[src/rtl/vram_write_arbiter_if.sv]
// Bus bundle between the VRAM write arbiter and its CPU/clear/VGA clients and the char RAM port.
interface vram_write_arbiter_if #(
  parameter int unsigned ADDR_W = 13,
  parameter int unsigned DATA_W = 11
) ();

  logic              cpu_we;
  logic [13:0]       cpu_xy;
  logic [DATA_W-1:0] cpu_data;
  logic              cpu_busy;
  logic              clr_req;
  logic [DATA_W-1:0] clr_data;
  logic              clr_busy;
  logic              vga_rdn;
  logic [ADDR_W-1:0] vga_addr;
  logic              vga_grant;
  logic [ADDR_W-1:0] vram_addr;
  logic [DATA_W-1:0] vram_din;
  logic              vram_we;
  logic [7:0]        drop_cnt;

  modport slave (
    input  cpu_we, cpu_xy, cpu_data, clr_req, clr_data, vga_rdn, vga_addr,
    output cpu_busy, clr_busy, vga_grant, vram_addr, vram_din, vram_we, drop_cnt
  );

  modport master (
    output cpu_we, cpu_xy, cpu_data, clr_req, clr_data, vga_rdn, vga_addr,
    input  cpu_busy, clr_busy, vga_grant, vram_addr, vram_din, vram_we, drop_cnt
  );

endinterface

[src/rtl/vram_write_arbiter.sv]
// Shares the char VRAM port: VGA reads first, then the screen-clear sequencer, then queued CPU writes.
module vram_write_arbiter #(
  parameter int unsigned ADDR_W     = 13,
  parameter int unsigned DATA_W     = 11,
  parameter int unsigned COLS       = 80,
  parameter int unsigned ROWS       = 60,
  parameter int unsigned FIFO_DEPTH = 4
) (
  input logic                  clk,
  input logic                  rst,
  vram_write_arbiter_if.slave  bus
);

  localparam int unsigned PTR_W = $clog2(FIFO_DEPTH);
  localparam int unsigned CNT_W = PTR_W + 1;
  localparam int unsigned CELLS = ROWS * COLS;

  typedef struct packed {
    logic [ADDR_W-1:0] addr;
    logic [DATA_W-1:0] data;
  } wr_entry_t;

  typedef enum logic {IDLE, CLEAR} state_e;

  state_e            state_q;
  logic [ADDR_W-1:0] clr_ptr_q;
  logic [DATA_W-1:0] clr_fill_q;
  wr_entry_t         fifo_q [FIFO_DEPTH];
  logic [PTR_W-1:0]  wr_ptr_q;
  logic [PTR_W-1:0]  rd_ptr_q;
  logic [CNT_W-1:0]  count_q;
  logic [7:0]        drop_q;

  logic [5:0]        row;
  logic [7:0]        col;
  logic              in_range;
  logic              full;
  logic              push;
  logic              reject;
  logic              pop;
  logic              clr_wr;
  wr_entry_t         push_entry;

  assign row      = bus.cpu_xy[13:8];
  assign col      = bus.cpu_xy[7:0];
  assign in_range = (32'(row) < ROWS) && (32'(col) < COLS);
  // Fullness is judged on the start-of-cycle count, so a same-cycle pop never frees a slot.
  assign full     = (count_q == CNT_W'(FIFO_DEPTH));
  assign push     = bus.cpu_we && !full && in_range;
  assign reject   = bus.cpu_we && !push;
  assign clr_wr   = !rst && bus.vga_rdn && (state_q == CLEAR);
  assign pop      = !rst && bus.vga_rdn && (state_q != CLEAR) && (count_q != '0);

  assign push_entry.addr = ADDR_W'(row) * ADDR_W'(COLS) + ADDR_W'(col);
  assign push_entry.data = bus.cpu_data;

  assign bus.cpu_busy  = full;
  assign bus.clr_busy  = (state_q == CLEAR);
  assign bus.vga_grant = ~bus.vga_rdn;
  assign bus.drop_cnt  = drop_q;

  // Port mux; the port is held quiet while reset is asserted.
  always_comb begin
    bus.vram_addr = '0;
    bus.vram_din  = '0;
    bus.vram_we   = 1'b0;
    if (!rst) begin
      if (!bus.vga_rdn) begin
        bus.vram_addr = bus.vga_addr;
      end else if (state_q == CLEAR) begin
        bus.vram_addr = clr_ptr_q;
        bus.vram_din  = clr_fill_q;
        bus.vram_we   = 1'b1;
      end else if (count_q != '0) begin
        bus.vram_addr = fifo_q[rd_ptr_q].addr;
        bus.vram_din  = fifo_q[rd_ptr_q].data;
        bus.vram_we   = 1'b1;
      end
    end
  end

  // Queue storage needs no reset: entries are only read while count_q says they are valid.
  always_ff @(posedge clk) begin
    if (push) begin
      fifo_q[wr_ptr_q] <= push_entry;
    end
  end

  always_ff @(posedge clk) begin
    if (rst) begin
      state_q    <= IDLE;
      clr_ptr_q  <= '0;
      clr_fill_q <= '0;
      wr_ptr_q   <= '0;
      rd_ptr_q   <= '0;
      count_q    <= '0;
      drop_q     <= '0;
    end else begin
      if (push) wr_ptr_q <= wr_ptr_q + PTR_W'(1);
      if (pop)  rd_ptr_q <= rd_ptr_q + PTR_W'(1);
      case ({push, pop})
        2'b10:   count_q <= count_q + CNT_W'(1);
        2'b01:   count_q <= count_q - CNT_W'(1);
        default: count_q <= count_q;
      endcase
      if (reject && (drop_q != 8'hFF)) drop_q <= drop_q + 8'd1;

      case (state_q)
        IDLE: begin
          if (bus.clr_req) begin
            state_q    <= CLEAR;
            clr_ptr_q  <= '0;
            clr_fill_q <= bus.clr_data;
          end
        end
        CLEAR: begin
          if (clr_wr) begin
            if (clr_ptr_q == ADDR_W'(CELLS - 1)) begin
              state_q   <= IDLE;
              clr_ptr_q <= '0;
            end else begin
              clr_ptr_q <= clr_ptr_q + ADDR_W'(1);
            end
          end
        end
        default: state_q <= IDLE;
      endcase
    end
  end

endmodule

[src/flat_wrapper.sv]
// flat-port wrapper written by rule: the top's interface ports become plain ports
module vram_write_arbiter_flat 
#(
  parameter int unsigned ADDR_W     = 13,
  parameter int unsigned DATA_W     = 11,
  parameter int unsigned COLS       = 80,
  parameter int unsigned ROWS       = 60,
  parameter int unsigned FIFO_DEPTH = 4
)
  (clk, rst, bus_cpu_we, bus_cpu_xy, bus_cpu_data, bus_clr_req, bus_clr_data, bus_vga_rdn, bus_vga_addr, bus_cpu_busy, bus_clr_busy, bus_vga_grant, bus_vram_addr, bus_vram_din, bus_vram_we, bus_drop_cnt);
  vram_write_arbiter_if #(.ADDR_W(ADDR_W), .DATA_W(DATA_W)) bus_i ();
  input logic clk;
  input logic rst;
  input wire logic [$bits(bus_i.cpu_we)-1:0] bus_cpu_we;
  input wire logic [$bits(bus_i.cpu_xy)-1:0] bus_cpu_xy;
  input wire logic [$bits(bus_i.cpu_data)-1:0] bus_cpu_data;
  input wire logic [$bits(bus_i.clr_req)-1:0] bus_clr_req;
  input wire logic [$bits(bus_i.clr_data)-1:0] bus_clr_data;
  input wire logic [$bits(bus_i.vga_rdn)-1:0] bus_vga_rdn;
  input wire logic [$bits(bus_i.vga_addr)-1:0] bus_vga_addr;
  output wire logic [$bits(bus_i.cpu_busy)-1:0] bus_cpu_busy;
  output wire logic [$bits(bus_i.clr_busy)-1:0] bus_clr_busy;
  output wire logic [$bits(bus_i.vga_grant)-1:0] bus_vga_grant;
  output wire logic [$bits(bus_i.vram_addr)-1:0] bus_vram_addr;
  output wire logic [$bits(bus_i.vram_din)-1:0] bus_vram_din;
  output wire logic [$bits(bus_i.vram_we)-1:0] bus_vram_we;
  output wire logic [$bits(bus_i.drop_cnt)-1:0] bus_drop_cnt;
  assign bus_i.cpu_we = bus_cpu_we;
  assign bus_i.cpu_xy = bus_cpu_xy;
  assign bus_i.cpu_data = bus_cpu_data;
  assign bus_i.clr_req = bus_clr_req;
  assign bus_i.clr_data = bus_clr_data;
  assign bus_i.vga_rdn = bus_vga_rdn;
  assign bus_i.vga_addr = bus_vga_addr;
  assign bus_cpu_busy = bus_i.cpu_busy;
  assign bus_clr_busy = bus_i.clr_busy;
  assign bus_vga_grant = bus_i.vga_grant;
  assign bus_vram_addr = bus_i.vram_addr;
  assign bus_vram_din = bus_i.vram_din;
  assign bus_vram_we = bus_i.vram_we;
  assign bus_drop_cnt = bus_i.drop_cnt;
  vram_write_arbiter #(.ADDR_W(ADDR_W), .DATA_W(DATA_W), .COLS(COLS), .ROWS(ROWS), .FIFO_DEPTH(FIFO_DEPTH)) u_core (.clk(clk), .rst(rst), .bus(bus_i));
endmodule
[config.mk]
export PLATFORM = sky130hd
export DESIGN_NAME = vram_write_arbiter_flat
export DESIGN_NICKNAME = d
export VERILOG_FILES = /design/src/rtl/vram_write_arbiter_if.sv /design/src/rtl/vram_write_arbiter.sv /design/src/flat_wrapper.sv
export SDC_FILE = /design/constraint.sdc
export NUM_CORES = 1
export LEC_CHECK = 0
export CAP_MARGIN = 20
export CORE_ASPECT_RATIO = 0.9
export CORE_UTILIZATION = 49
export CTS_BUF_LIST = sky130_fd_sc_hd__clkbuf_8
export CTS_CLUSTER_DIAMETER = 30
export CTS_CLUSTER_SIZE = 30
export DETAILED_ROUTE_END_ITERATION = 6
export PLACE_DENSITY = 0.69
export SKIP_LAST_GASP = 1
export SYNTH_ARGS = -nofsm -noshare
export SYNTH_HDL_FRONTEND = slang
export SYNTH_SLANG_ARGS = --single-unit
[constraint.sdc]
create_clock -name clk -period 5.8 [get_ports clk]
set_clock_uncertainty 0.05 [all_clocks]
set_input_delay 1.16 -clock clk [delete_from_list [all_inputs] [get_ports clk]]
set_output_delay 1.16 -clock clk [all_outputs]
set_load 0.005 [all_outputs]
==> results of run 1 <==
-- cells in the final DEF (no fill, tap or decap), drive strengths merged, types with 3 or more instances in the layout --
cell	n
and3b	3
a21oi	32
a31oi	8
nand3b	5
o31ai	4
buf	11
mux4	24
dfxtp	42
nand2	37
nor2	24
nor3	5
a211oi	14
o21ai	15
nand2b	3
and2	8
xnor2	6
and3	5
nand3	16
ha	19
edfxtp	96
or4	4
nand4	7
a22o	11
nor2b	4
a22oi	13
clkinv	5
fa	3
xor2	6
or3	7
clkdlybuf4s50	88
clkbuf	17
inv	20
mux2i	3
-- power breakdown --
| group | switching (mW) | internal, mW |
|---|---|---|
| logic | 0.117 | 0.114 |
| registers | 0.0156 | 1.09 |
| clock network | 0.419 | 0.321 |
| total | 0.552 | 1.52 |
-- cell type report --
cell class,instances,area [sq um],area share [%]
Sequential cell,138,3724,47.69
Multi-Input combinational cell,312,2492,31.92
Timing Repair Buffer,99,960.9,12.31
Clock buffer,17,234.0,2.997
Tap cell,164,205.2,2.628
Clock inverter,15,150.1,1.923
Inverter,11,41.29,0.5288
-- registers in the layout, summed over array words and instances, names as in the netlist, named ones only --
signal               flops
u_core.bus.clr_busy      1
u_core.bus.drop_cnt      8
u_core.clr_fill_q       11
u_core.clr_ptr_q        13
u_core.count_q           3
u_core.fifo_q           96
u_core.rd_ptr_q          2
u_core.wr_ptr_q          2
-- path summary, 6_finish.rpt --
check                                                         end  depth (start not counted)
worst min-delay path            u_core.clr_fill_q[9]$_SDFFE_PP0P_                          2
worst min register to register  u_core.clr_fill_q[9]$_SDFFE_PP0P_                          2
worst max-delay path                              bus_vram_din[7]                          5
worst max register to register     u_core.count_q[2]$_SDFFE_PP0P_                          9
-- kinds of logic (layout without fill, tap and decap cells) --
| group | Yosys count | after routing | synth area share, % |
|---|---|---|---|
| DFF | 138 | 138 | 58.42 |
| adders and majority gates | 22 | 22 | 4.672 |
| muxes | 27 | 27 | 8.952 |
| xor gates and xnor gates | 12 | 12 | 1.649 |
| AOI/OAI and AO/OA | 112 | 112 | 11.70 |
| and+or+nand+nor | 139 | 139 | 12.13 |
| buffers and inverters | 37 | 142 | 2.473 |
-- worst max-delay path, stage by stage --
cell             delay (ns)
clkdlybuf4s50_1        0.45
buf_4                  0.28
and3b_1                0.88
a22o_1                 0.27
clkdlybuf4s50_1        0.50
-- metal layers --
metal	up-vias	share of wire (%)	global-route usage (%)
li1	2083	-	-
met1	2160	46	28.47
met2	97	49	34.15
met3	6	4.7	4.938
met4	0	0.59	6.010
met5	-	0	0
==> results.txt, run 1 <==
status -> finished clean
Fillers -> 1000
DR iter-0 viols -> 339
Final Hold Fails -> 0
die height -> 110.2 um
die width -> 122.2 um
RSZ-0062 raised after global routing -> no
syn_nets -> 563
vias in the first global route -> 4049
Reg2Reg Launch Point -> u_core.count_q[0]$_SDFFE_PP0P_
Synth area leaders -> edfxtp_1 (45%), dfxtp_1 (13%), mux4_2 (8.5%), ha_1 (3.7%), a21oi_1 (2.5%)
top-count cell post-synth -> edfxtp_1
Critical path origin -> bus_vga_rdn
Post-CTS Setup Inserts -> 0
Clock transition at path regs -> 0.08 ns
worst skew pair latency -> 0.43 ns
Post-Syn Area -> 6374 sq um
final setup TNS -> 0 ns
Seq/Total Area, Yosys -> 58.42%
post-route cell area -> 7807 sq um
Crit Path Category -> in -> out
yosys warns -> 0
Tot GR Track Use -> 21.08%
PortBufs -> 89
Hold Crit Start -> u_core.clr_fill_q[9]$_SDFFE_PP0P_
Worst Path Arrival -> 3.55 ns
pin count of the biggest net entering global routing -> 49
crit path time final -> 4.764 ns
die area -> 13470 sq um
final worst setup slack -> 1.036 ns
worst hold path class -> reg -> reg
CP Capture Type -> primary output
worst slack, placed -> 1.068 ns
vias -> 4346
Post-synth ARST share -> 0%
first-pass GRT wire length -> 20840 um
final routed DRC violation total -> 0
CP required -> 4.59 ns
TritonRoute pass-1 iters -> 5
Distinct cells, synth -> 61
Max Cap Viol -> 0
Hold-fix buffers, CTS -> 0
number of H-tree levels -> 4
P_leak -> 2.580 nW
number of diodes -> 0
placed cell areas -> 7423 sq um
headroom to the max-slew limit -> 31.45%
PwrDens -> 265.7 nW/um^2
slew of the pin with the lowest slew margin -> 1.017 ns
routed vias/inst -> 5.749
ys flop type -> edfxtp_1
DRT Wirelength -> 13490 um
Synth Instances -> 487
post-cts repair resize count -> 0
layout cell share with drive strength beyond 1 -> 13.51%
Cell Count, Final, Fillers Out -> 756
initial antenna violation count -> 0
CTS Buf Count -> 17
clock buffer depth -> 2
crit path max fanout -> 29
CTS tree -> yes
Core Area -> 12690 sq um
Seq cells post-synth -> 138
nets@finish -> 655
hold slack -> 0.4105 ns
Core Rows -> 39
Synth top area share -> 45.23%
Final period util -> 82.15%
# IOs -> 90
Pwr Total -> 2.074 mW
Area growth syn-to-layout -> 22.50%
largest area contributor in the netlist -> edfxtp_1
clock root buffer -> clkbuf_8
hpwl dp -> 9226 um
Peak VDD IR -> 160.7 uV
Post-synth EDFFs -> 96
CP Launch Type -> primary input
flop2flop setup slack -> 3.11 ns
Max Freq -> 0.2099 GHz
Final Util -> 61.54%
clk sink count -> 138
Placed Instances -> 724
post-route ant nets -> 0
Final Setup Violations -> 0
Starting Density -> 50.24%
WL/cell -> 17.84 um
Final Max Slew Viols -> 0
Placer Congestion -> 0.7954
GR Overflow Total -> 0
Syn Area/Cell -> 13.09 sq um
synth cell count leaders -> edfxtp_1 (96), dfxtp_1 (42), nand2_1 (37)
Note: power is estimated with default switching activity, not from simulation.
==> run 2: changes to the inputs <==
Clock period 5.8 ns to 4.8 ns, I/O delays scaled along.
==> run 2 against run 1 <==
Sequential share of layout area is 0.41 points lower. Register-to-register slack worse by 0.78 ns. Worst hold slack gained 0.00080 ns. First-iteration DRC count shrank 11%. Worst setup slack got worse by 0.23 ns. Cell area grew 0.87%. Clock power is 36% higher. Total power up 26%. Critical path depth did not move. Global-route usage up 0.10 points. Critical endpoint is now bus_vram_addr[6].
==> results.txt, run 2 (synthesized netlist as in run 1, its figures left out) <==
CP endpoint -> bus_vram_addr[6]
clk sink count -> 138
Seq pwr share -> 50.9%
post-cts repair resize count -> 0
Starting Density -> 50.24%
commonest cells after routing, fill and taps aside -> edfxtp_1 (96), clkdlybuf4s50_1 (88), dfxtp_1 (42)
worst slack, placed -> 0.8281 ns
P_leak -> 2.609 nW
Final Util -> 62.07%
Regs by FF count -> u_core.fifo_q: 96 flops, u_core.clr_ptr_q: 13 flops, u_core.clr_fill_q: 11 flops
# IOs -> 90
Register-to-Register Path Depth -> 9
hpwl dp -> 9167 um
nets@finish -> 658
die height -> 110.2 um
Tot GR Track Use -> 21.18%
PwrDens -> 332.6 nW/um^2
Final Hold Fails -> 0
die area -> 13470 sq um
CP Launch Type -> flip-flop
Crit Path Category -> reg -> out
slew of the pin with the lowest slew margin -> 0.9937 ns
Core Rows -> 39
vias -> 4264
pin count of the biggest net entering global routing -> 31
GR Overflow Total -> 0
vias in the first global route -> 3990
commonest non-fill, non-tap cell in the layout -> edfxtp_1
Final period util -> 83.26%
Critical path origin -> u_core.count_q[0]$_SDFFE_PP0P_
Max Cap Viol -> 0
status -> finished clean
crit path time final -> 3.997 ns
Pwr Total -> 2.619 mW
hold depth -> 2
Worst Path Arrival -> 2.99 ns
routed vias/inst -> 5.618
Largest register FFs -> 96
P_int -> 2.019 mW
Core Area -> 12690 sq um
Max Freq -> 0.2502 GHz
number of H-tree levels -> 4
capturing point of the worst reg2reg path -> u_core.count_q[2]$_SDFFE_PP0P_
Hold-fix buffers, CTS -> 0
WL/cell -> 17.41 um
Reg2Reg Launch Point -> u_core.count_q[0]$_SDFFE_PP0P_
Clock transition at path regs -> 0.08 ns
die width -> 122.2 um
number of diodes -> 0
final routed DRC violation total -> 0
PortBufs -> 89
post-route ant nets -> 0
switching pwr -> 600.0 uW
CTS tree -> yes
CP required -> 3.79 ns
TritonRoute pass-1 iters -> 5
placed cell areas -> 7438 sq um
headroom to the max-slew limit -> 33.62%
Reg with most FFs -> u_core.fifo_q
first-pass GRT wire length -> 20910 um
clock root buffer -> clkbuf_8
CTS Buf Count -> 17
Clock power frac -> 38.4%
sw frac -> 22.91%
RSZ-0062 raised after global routing -> no
clock buffer depth -> 2
Post-CTS Setup Inserts -> 0
Peak VDD IR -> 397.1 uV
final setup TNS -> 0 ns
initial antenna violation count -> 0
worst skew pair latency -> 0.44 ns
Placer Congestion -> 0.8363
Area growth syn-to-layout -> 23.56%
CP Capture Type -> primary output
DR iter-0 viols -> 303
layout cell share with drive strength beyond 1 -> 13.61%
Comb power frac -> 10.7%
final worst setup slack -> 0.8033 ns
worst hold path class -> reg -> reg
crit path max fanout -> 13
Final Setup Violations -> 0
flop2flop setup slack -> 2.33 ns
DRT Wirelength -> 13210 um
Final Max Slew Viols -> 0
post-route cell area -> 7875 sq um
-- run 2: critical path: stages, from the launching register on --
cell	delay (ns)
dfxtp_1	0.44
or3_1	0.21
nor2b_1	0.81
a22oi_1	0.21
a211oi_1	0.33
clkdlybuf4s50_1	0.55
-- run 2: layout make-up --
class / instances / area (sq um)
Timing Repair Buffer: 102 / 983.4
Multi-Input combinational cell: 312 / 2492
Fill cell: 1010 / 4812
Clock buffer: 17 / 234.0
Sequential cell: 138 / 3724
Inverter: 11 / 41.29
Clock inverter: 15 / 195.2
Tap cell: 164 / 205.2
-- run 2: worst min path at each step --
stage,from,end,slack [ns]
2_1_floorplan,u_core.clr_fill_q[9]$_SDFFE_PP0P_,u_core.clr_fill_q[9]$_SDFFE_PP0P_,0.39
6_report,u_core.clr_fill_q[0]$_SDFFE_PP0P_,u_core.clr_fill_q[0]$_SDFFE_PP0P_,0.41
3_5_place_dp,u_core.clr_fill_q[1]$_SDFFE_PP0P_,u_core.clr_fill_q[1]$_SDFFE_PP0P_,0.40
3_3_place_gp,u_core.clr_fill_q[1]$_SDFFE_PP0P_,u_core.clr_fill_q[1]$_SDFFE_PP0P_,0.39
4_1_cts,u_core.clr_fill_q[1]$_SDFFE_PP0P_,u_core.clr_fill_q[1]$_SDFFE_PP0P_,0.41
5_1_grt,u_core.clr_fill_q[1]$_SDFFE_PP0P_,u_core.clr_fill_q[1]$_SDFFE_PP0P_,0.43
-- run 2: per-layer routing --
layer / vias up / GRT usage (%) / part of all wire, %
met2: 95 / 31.54 / 46
met1: 2064 / 30.20 / 48
li1: 2093 / - / -
met4: 0 / 6.620 / 1.2
met3: 12 / 5.813 / 4.8
met5: - / 0 / 0
-- run 2: per-stage QoR --
step / hold slack [ns] / instances
2_1_floorplan: 0.3860 / 487
3_3_place_gp: 0.3915 / 726
3_5_place_dp: 0.4009 / 726
4_1_cts: 0.4116 / 758
5_1_grt: 0.4255 / 759
6_report: 0.4112 / 759
-- run 2: power by group through the flow --
stage / Clock, mW / Sequential [mW] / Combinational (mW)
after floorplan: 0 / 1.35 / 0.163
after global routing: 1.08 / 1.33 / 0.312
after CTS: 1.03 / 1.33 / 0.282
after global placement: 0 / 1.36 / 0.273
final: 1.01 / 1.33 / 0.281
after detailed placement: 0 / 1.36 / 0.281
